===== src/rtl/fetch_pkg.sv =====
// Shared fetch-path types and constants: the {PC, instruction} entry, the
// memory response latency, and the reset/valid/zero encodings of the core.
package fetch_pkg;

  localparam int unsigned FETCH_AW  = 32;
  localparam int unsigned FETCH_DW  = 32;
  localparam int unsigned FETCH_LAT = 1;

  localparam logic        RST_EN     = 1'b1;
  localparam logic        INST_VALID = 1'b1;
  localparam logic [31:0] ZERO_WORD  = 32'h0000_0000;

  typedef struct packed {
    logic [FETCH_AW-1:0] pc;
    logic [FETCH_DW-1:0] inst;
  } fetch_entry_t;

  function automatic int unsigned cnt_width(input int unsigned depth);
    return $clog2(depth) + 1;
  endfunction

endpackage


===== src/rtl/resp_fifo.sv =====
// Small circular buffer of fetch entries; clear (or reset) empties it at the edge.
// Read is combinational from the head; push and pop may occur in the same cycle.
module resp_fifo
  import fetch_pkg::*;
#(
  parameter int unsigned DEPTH = 2,
  parameter int unsigned CW    = cnt_width(DEPTH)
) (
  input  logic         i_clk,
  input  logic         i_rst,
  input  logic         i_clear,
  input  logic         i_push,
  input  fetch_entry_t i_push_dat,
  input  logic         i_pop,
  output fetch_entry_t o_head,
  output logic [CW-1:0] o_count
);

  localparam int unsigned PW = $clog2(DEPTH);

  fetch_entry_t  r_mem [DEPTH];
  logic [PW-1:0] r_rd_ptr;
  logic [PW-1:0] r_wr_ptr;
  logic [CW-1:0] r_count;

  // Storage carries no reset; validity is tracked entirely by r_count.
  always_ff @(posedge i_clk) begin
    if (i_push && !i_clear && !i_rst) begin
      r_mem[r_wr_ptr] <= i_push_dat;
    end
  end

  always_ff @(posedge i_clk) begin
    if (i_rst || i_clear) begin
      r_rd_ptr <= '0;
      r_wr_ptr <= '0;
      r_count  <= '0;
    end else begin
      if (i_push) begin
        r_wr_ptr <= r_wr_ptr + 1'b1;
      end
      if (i_pop) begin
        r_rd_ptr <= r_rd_ptr + 1'b1;
      end
      case ({i_push, i_pop})
        2'b10:   r_count <= r_count + CW'(1);
        2'b01:   r_count <= r_count - CW'(1);
        default: r_count <= r_count;
      endcase
    end
  end

  assign o_head  = r_mem[r_rd_ptr];
  assign o_count = r_count;

endmodule


===== src/rtl/inst_resp_buf.sv =====
// Pairs each fired PC with the instruction word returning one cycle later,
// bypassing when empty and buffering under STALL; IC_READY reserves a slot per in-flight fetch.
module inst_resp_buf
  import fetch_pkg::*;
#(
  parameter int unsigned DEPTH = 2,
  parameter int unsigned AW    = FETCH_AW,
  parameter int unsigned DW    = FETCH_DW
) (
  input  logic          CLK,
  input  logic          RST,
  input  logic [AW-1:0] PC_I,
  input  logic          IV_I,
  output logic          IC_READY,
  input  logic [DW-1:0] INST_RDATA,
  input  logic          STALL,
  input  logic          FLUSH,
  output logic [AW-1:0] PC_O,
  output logic [DW-1:0] INST_O,
  output logic          IV_O
);

  localparam int unsigned CW = cnt_width(DEPTH);

  logic          r_pend_vld;
  logic [AW-1:0] r_pend_pc;

  logic          w_rst;
  logic          w_fire;
  logic          w_deq;
  logic          w_push;
  logic          w_pop;
  logic          w_fifo_nonempty;
  logic          w_bypass_taken;
  logic [CW-1:0] w_count;
  logic [CW:0]   w_reserved;
  fetch_entry_t  w_arrive;
  fetch_entry_t  w_head;
  fetch_entry_t  w_present;

  assign w_rst           = (RST == RST_EN);
  assign w_fifo_nonempty = (w_count != '0);

  assign w_arrive.pc   = r_pend_pc;
  assign w_arrive.inst = INST_RDATA;

  // Every in-flight response already owns a slot, so a returning word is never dropped.
  assign w_reserved = {1'b0, w_count} + (r_pend_vld ? (CW+1)'(FETCH_LAT) : '0);
  assign IC_READY   = !w_rst && !FLUSH && (w_reserved < (CW+1)'(DEPTH));
  assign w_fire     = IV_I && IC_READY;

  always_comb begin
    w_present = w_head;
    IV_O      = ~INST_VALID;
    if (w_fifo_nonempty) begin
      w_present = w_head;
      IV_O      = INST_VALID;
    end else if (r_pend_vld) begin
      w_present = w_arrive;
      IV_O      = INST_VALID;
    end
    if (w_rst || FLUSH) begin
      IV_O = ~INST_VALID;
    end
  end

  assign PC_O   = w_rst ? AW'(ZERO_WORD) : w_present.pc;
  assign INST_O = w_rst ? DW'(ZERO_WORD) : w_present.inst;

  assign w_deq          = IV_O && !STALL;
  assign w_pop          = w_deq && w_fifo_nonempty;
  assign w_bypass_taken = w_deq && !w_fifo_nonempty;
  assign w_push         = r_pend_vld && !w_bypass_taken && !FLUSH && !w_rst;

  always_ff @(posedge CLK) begin
    if (w_rst || FLUSH) begin
      r_pend_vld <= 1'b0;
    end else begin
      r_pend_vld <= w_fire;
    end
  end

  always_ff @(posedge CLK) begin
    if (w_fire) begin
      r_pend_pc <= PC_I;
    end
  end

  resp_fifo #(
    .DEPTH (DEPTH),
    .CW    (CW)
  ) u_fifo (
    .i_clk      (CLK),
    .i_rst      (w_rst),
    .i_clear    (FLUSH),
    .i_push     (w_push),
    .i_push_dat (w_arrive),
    .i_pop      (w_pop),
    .o_head     (w_head),
    .o_count    (w_count)
  );

endmodule


===== config.mk =====
export PLATFORM = sky130hd
export DESIGN_NAME = inst_resp_buf
export DESIGN_NICKNAME = d
export VERILOG_FILES = /design/src/rtl/fetch_pkg.sv /design/src/rtl/resp_fifo.sv /design/src/rtl/inst_resp_buf.sv
export SDC_FILE = /design/constraint.sdc
export NUM_CORES = 1
export LEC_CHECK = 0
export BUFFER_PORTS_ARGS = -buffer_cell sky130_fd_sc_hd__buf_2
export CAP_MARGIN = 10
export CORE_MARGIN = 1.5
export CORE_UTILIZATION = 50
export CTS_CLUSTER_SIZE = 40
export DETAILED_ROUTE_END_ITERATION = 8
export GPL_ROUTABILITY_DRIVEN = 0
export PLACE_DENSITY = 0.77
export SETUP_SLACK_MARGIN = 0.15
export SLEW_MARGIN = 25
export SYNTH_ARGS = -nofsm -noshare
export SYNTH_HDL_FRONTEND = slang
export SYNTH_SLANG_ARGS = --single-unit

===== constraint.sdc =====
create_clock -name CLK -period 3.8 [get_ports CLK]
set_input_delay 0.19 -clock CLK [delete_from_list [all_inputs] [get_ports CLK]]
set_output_delay 0.19 -clock CLK [all_outputs]
set_load 0.05 [all_outputs]

==> results.sh, run 1 <==
export IMPL_hold_ws_ns=0.1117
export IMPL_relSlewSlack_pct=51.94
export IMPL_synth_nets=483
export IMPL_rsz0062_at_grt="no"
export IMPL_yosysTopAreaCellShare_pct=68.47
export IMPL_clk_pin_slew_ns=0.06
export IMPL_end_kind="output pin"
export IMPL_die_w_um=121.5
export IMPL_cts_resized=0
export IMPL_yosysUniqueCellTypes=25
export IMPL_dp_cells=705
export IMPL_min_path_type="primary input to flop"
export IMPL_cts_made_buffers=17
export IMPL_grt_start_max_net_pins=51
export IMPL_syn_area_um2=7017
export IMPL_setup_ws_ns=0.8476
export IMPL_crit_fanout=50
export IMPL_finalPower_mw=4.023
export IMPL_worst_setup_path_type="flop to output pin"
export IMPL_cp_required_ns=3.61
export IMPL_fin_skew_ns=0.005150
export IMPL_start_util_pct=50.94
export IMPL_drc_errors=0
export IMPL_critPathLaunchType="flop"
export IMPL_fin_cells=802
export IMPL_timing_final_max_slew_violations=0
export IMPL_synth_most_common_cell="edfxtp_1"
export IMPL_ys_warn_count=0
export IMPL_rr_startpoint="u_fifo.o_count[0]"
export IMPL_root_buffer="clkbuf_16"
export IMPL_worstMarginPinSlew_ns=0.7210
export IMPL_pre_cts_ws_ns=1.295
export IMPL_drive_above_1_share_pct=38.26
export IMPL_synthFlopType="edfxtp_1"
export IMPL_h_tree_depth=4
export IMPL_portBuffers=134
export IMPL_antenna_found_initial=0
export IMPL_finalSetupTns_ns=0
export IMPL_clockBufferDepth=2
export IMPL_finalInstanceArea_um2=9029
export IMPL_dr_pass1_iters=4
export IMPL_startpoint="u_fifo.o_count[0]"
export IMPL_postSynthAreaPerCell_um2=16.99
export IMPL_num_rows=43
export IMPL_status="finished, final reports clean"
export IMPL_viasPerCell=5.171
export IMPL_drtIter0Drc=235
export IMPL_wl_per_cell_um=16.85
export IMPL_clock_fmax_mhz=338.7
export IMPL_ys_seq_area_share_pct=70.19
export IMPL_grt_util_all_layers_pct=19.21
export IMPL_hp_start="FLUSH"
export IMPL_grt_pass1_vias=4324
export IMPL_area_growth_pct=28.67
export IMPL_synth_top_area_cell="edfxtp_1"
export IMPL_nFillCells=957
export IMPL_finalSetupViolCount=0
export IMPL_fin_crit_sh_pct=77.69
export IMPL_diodes=0
export IMPL_syn_inst=413
export IMPL_grt_ovfl_total=0
export IMPL_cts_tree="done"
export IMPL_cts_sinks=166
export IMPL_finish_utilization_pct=65.55
export IMPL_maxCapViolCount=0
export IMPL_io_pins=135
export IMPL_finalNetCount=679
export IMPL_num_vias=4147
export IMPL_die_h_um=121.5
export IMPL_die_area_um2=14750
export IMPL_place_area_um2=7810
export IMPL_async_flop_share_pct=0
export IMPL_hold_violations=0
export IMPL_drt_total_wl_um=13520
export IMPL_ys_seq_elements=166
export IMPL_final_antenna_net_count=0
export IMPL_grt_pass1_wl_um=21070
export IMPL_cp_arrival_ns=2.76
export IMPL_clock_latency_ns=0.42
export IMPL_leakagePower_nw=3.140
export IMPL_dp_hpwl_um=7612
export IMPL_min_period_ns=2.952
export IMPL_synth_area_top_cells="edfxtp_1 68%, a211oi_2 11%, mux2i_1 9.3%, nor2_1 3.9%, dfxtp_1 1.7%"
export IMPL_ir_drop_uv=341.0
export IMPL_synth_edf_count=160
export IMPL_coreArea_um2=13770
export IMPL_synth_commonest_cells="160 x edfxtp_1, 72 x nor2_1, 65 x mux2i_1"
export IMPL_cellPowerDensity_nw_per_um2=445.6
timing repair:
| item | in CTS | in global routing |
|---|---|---|
| hold buffers | 65 | 0 |
| hold endpoints to repair | 97 | 0 |
| setup buffers | 0 | 0 |
state kept, by name (all words and copies together) (netlist names), named ones only:
register / cells
u_fifo.r_wr_ptr: 1
r_pend_vld: 1
u_fifo.r_mem: 128
u_fifo.o_count: 2
u_fifo.r_rd_ptr: 1
r_pend_pc: 32
metal layers:
| layer | vias to the layer above | global-route usage [%] | part of all wire [%] |
|---|---|---|---|
| met2 | 114 | 33.90 | 51 |
| met3 | 18 | 4.793 | 4.5 |
| li1 | 1992 | - | - |
| met1 | 2023 | 22.24 | 42 |
| met4 | 0 | 8.015 | 1.6 |
| met5 | - | 0 | 0 |
worst paths after layout:
check / to / slack, ns / depth (start not counted)
min reg2reg: u_fifo.r_mem[1][32] / 0.48 / 0
min: u_fifo.r_wr_ptr / 0.11 / 4
max: INST_O[31] / 0.85 / 6
max reg2reg: u_fifo.r_mem[0][2] / 1.77 / 3
where the power goes:
group | internal, mW | switching, mW | total (mW)
clock network | 0.965 | 0.666 | 1.63
logic | 0.123 | 0.227 | 0.350
registers | 2.03 | 0.0134 | 2.04
logic make-up (layout without fill, tap and decap cells):
group | after synthesis | in the layout | synth area share, %
AO/OA/AOI/OAI | 69 | 69 | 12.04
XOR/XNOR | 3 | 3 | 0.3745
adder cells (fa/ha/maj) | 1 | 1 | 0.1783
buffers and inverters | 30 | 239 | 3.459
flip-flops | 166 | 166 | 70.19
multiplexers | 65 | 65 | 9.272
AND/OR/NAND/NOR | 79 | 79 | 4.494
cell type report:
type                    count  area [µm²]  share of cell area, %
flip-flops and latches    166        4928                  54.59
inverters                   1       3.754                0.04157
clock buffers              20       436.7                  4.836
repair buffers            206        1439                  15.94
clock inverters            12       131.4                  1.455
multi-input cells         217        1864                  20.65
well taps                 180       225.2                  2.494
worst max-delay path: stages, from the launching register on:
cell	delay, ns
dfxtp_1	0.49
or3b_4	0.63
buf_12	0.31
buf_12	0.29
nor2_1	0.08
a211oi_2	0.21
buf_2	0.30
layout by cell type, fill, tap and decap left out:
cell type	netlist	routed
or3b_4	1	1
buf_12	0	5
edfxtp_1	160	160
clkinv_2	0	2
o211ai_1	1	1
a21oi_1	1	1
nor3_1	1	1
nor2_4	0	2
o31ai_1	1	1
bufinv_16	0	2
o21bai_1	1	1
dfxtp_1	6	5
clkinv_4	0	4
ha_1	1	1
buf_2	8	133
dfxtp_4	0	1
a211oi_2	64	64
dlygate4sd3_1	0	65
or2_1	1	1
buf_4	2	3
clkinv_1	0	1
xnor2_1	1	1
clkbuf_1	6	3
o311ai_2	1	1
clkbuf_16	0	17
nor2_1	72	70
nand2_1	1	1
mux2i_1	65	65
or3_1	1	1
xor2_1	2	2
and2_1	2	2
inv_1	1	1
clkinvlp_4	0	3
No activity file was read; power rests on OpenSTA's default activity.
==> run 2, diff against run 1 <==
--- a/config.mk
+++ b/config.mk
@@ -8,11 +8,11 @@
 export BUFFER_PORTS_ARGS = -buffer_cell sky130_fd_sc_hd__buf_2
 export CAP_MARGIN = 10
 export CORE_MARGIN = 1.5
-export CORE_UTILIZATION = 50
+export CORE_UTILIZATION = 55
 export CTS_CLUSTER_SIZE = 40
 export DETAILED_ROUTE_END_ITERATION = 8
 export GPL_ROUTABILITY_DRIVEN = 0
-export PLACE_DENSITY = 0.77
+export PLACE_DENSITY = 0.8
 export SETUP_SLACK_MARGIN = 0.15
 export SLEW_MARGIN = 25
 export SYNTH_ARGS = -nofsm -noshare
==> constraint.sdc (replaced) <==
create_clock -name CLK -period 2.85 [get_ports CLK]
set_input_delay 0.1425 -clock CLK [delete_from_list [all_inputs] [get_ports CLK]]
set_output_delay 0.1425 -clock CLK [all_outputs]
set_load 0.05 [all_outputs]
==> run 2 against run 1 <==
Via count rose by 2.1%. Sequential share of layout area grew 0.24 points. Non-clock buffer count increased by 2. Flip-flop and latch count did not move. Core utilization rose by 6.3 points. Wire length is 4.4% higher. Global-route usage increased by 1.8 points. Clock skew grew 0.0052 ns. Sequential power up 33%. Register-to-register slack worse by 0.90 ns. Critical path type unchanged. Largest cell class unchanged.
==> results.sh, run 2 (same netlist as run 1, synthesis figures left out) <==
export IMPL_regMostFlops="u_fifo.r_mem"
export IMPL_r2r_cells=4
export IMPL_root_buffer="clkbuf_16"
export IMPL_coreArea_um2=12520
export IMPL_cts_resized=0
export IMPL_clockBufferDepth=2
export IMPL_num_vias=4236
export IMPL_grt_util_all_layers_pct=20.98
export IMPL_critPathLaunchType="flop"
export IMPL_start_util_pct=56.06
export IMPL_num_rows=41
export IMPL_die_area_um2=13440
export IMPL_antenna_found_initial=0
export IMPL_hp_start="FLUSH"
export IMPL_postCtsSetupRepairBufs=0
export IMPL_fin_skew_ns=0.01035
export IMPL_most_common_layout_cells="160 x edfxtp_1, 133 x buf_2, 70 x nor2_1"
export IMPL_leakagePower_nw=3.132
export IMPL_cellPowerDensity_nw_per_um2=577.2
export IMPL_status="finished, final reports clean"
export IMPL_drive_above_1_share_pct=38.94
export IMPL_portBuffers=134
export IMPL_final_antenna_net_count=0
export IMPL_worstMarginPinSlew_ns=0.8231
export IMPL_crit_fanout=54
export IMPL_io_pins=135
export IMPL_drtIter0Drc=225
export IMPL_cts_sinks=166
export IMPL_finish_utilization_pct=71.82
export IMPL_worstReg2RegEnd="r_pend_pc[25]"
export IMPL_mostFrequentLayoutCell="edfxtp_1"
export IMPL_timing_final_max_slew_violations=0
export IMPL_relSlewSlack_pct=45.13
export IMPL_end_kind="output pin"
export IMPL_clk_pin_slew_ns=0.06
export IMPL_grt_start_max_net_pins=65
export IMPL_min_to="u_fifo.r_wr_ptr"
export IMPL_rsz0062_at_grt="no"
export IMPL_hold_violations=0
export IMPL_h_tree_depth=4
export IMPL_cts_tree="done"
export IMPL_dp_hpwl_um=7767
export IMPL_grt_ovfl_total=0
export IMPL_cp_arrival_ns=2.33
export IMPL_hold_depth=4
export IMPL_die_h_um=116.0
export IMPL_finalSetupViolCount=0
export IMPL_hold_ws_ns=0.06622
export IMPL_min_period_ns=2.470
export IMPL_grt_pass1_vias=4171
export IMPL_cp_required_ns=2.71
export IMPL_largest_register_ffs=128
export IMPL_finalNetCount=682
export IMPL_clock_latency_ns=0.43
export IMPL_drt_total_wl_um=14120
export IMPL_dr_pass1_iters=5
export IMPL_wl_per_cell_um=17.73
export IMPL_drc_errors=0
export IMPL_cts_made_buffers=17
export IMPL_clock_fmax_mhz=404.9
export IMPL_ir_drop_uv=502.4
export IMPL_worst_setup_path_type="flop to output pin"
export IMPL_maxCapViolCount=0
export IMPL_rrSetupSlack_ns=0.87
export IMPL_fin_crit_sh_pct=86.66
export IMPL_area_growth_pct=28.12
export IMPL_grt_pass1_wl_um=20620
export IMPL_viasPerCell=5.322
export IMPL_min_path_type="primary input to flop"
export IMPL_rr_startpoint="u_fifo.o_count[1]"
export IMPL_die_w_um=116.0
export IMPL_diodes=0
run 2: what timing repair did:
action | CTS | global route
hold buffers | 65 | 0
setup endpoints to repair | 0 | 7
endpoints found under the hold margin | 97 | 0
run 2: per-stage QoR:
| step | setup TNS [ns] | power [mW] | instances | setup WS [ns] | cell area (µm²) |
|---|---|---|---|---|---|
| floorplan | -117.03 | 3.052 | 413 | -0.9143 | 7018 |
| global route | 0 | 5.353 | 796 | 0.2679 | 8990 |
| global placement | 0 | 3.159 | 699 | 0.7846 | 7816 |
| finish | 0 | 5.189 | 796 | 0.3801 | 8990 |
| CTS | 0 | 5.215 | 795 | 0.2380 | 8981 |
| detailed placement | 0 | 3.170 | 699 | 0.7067 | 7816 |
run 2: layout make-up:
| cell class | count | area, µm² |
|---|---|---|
| inverters | 1 | 3.754 |
| well taps | 172 | 215.2 |
| multi-input cells | 218 | 1874 |
| flip-flops and latches | 166 | 4928 |
| repair buffers | 208 | 1454 |
| clock inverters | 13 | 85.08 |
| fillers | 841 | 3527 |
| clock buffers | 18 | 429.2 |
run 2: report_power, final:
part / internal, mW / leakage, nW / switching, mW / total (mW)
clock network: 1.10 / 0.245 / 0.898 / 2.00
logic: 0.165 / 1.39 / 0.305 / 0.470
registers: 2.70 / 1.49 / 0.0189 / 2.72
run 2: worst max path at each step:
| stage | startpoint | to | slack [ns] | cells past startpoint |
|---|---|---|---|---|
| floorplan | u_fifo.o_count[0] | u_fifo.r_mem[0][0] | -0.91 | 3 |
| global placement | u_fifo.o_count[0] | INST_O[29] | 0.78 | 5 |
| detailed placement | u_fifo.o_count[0] | INST_O[29] | 0.71 | 5 |
| CTS | u_fifo.o_count[0] | INST_O[29] | 0.24 | 5 |
| global route | u_fifo.o_count[0] | INST_O[22] | 0.27 | 5 |
| finish | u_fifo.o_count[0] | INST_O[29] | 0.38 | 5 |
run 2: critical path, stage by stage (launching register included):
cell	delay, ns
dfxtp_1	0.51
or3b_4	0.40
buf_12	0.30
nor2_1	0.08
a211oi_2	0.25
buf_2	0.31
run 2: metal layers:
layer / vias up / global-route usage (%) / wire [µm]
met5: - / 0 / 0
met4: 0 / 8.780 / 216
met3: 18 / 5.387 / 736
met2: 165 / 36.78 / 7303
met1: 2057 / 24.61 / 5861
li1: 1996 / - / -
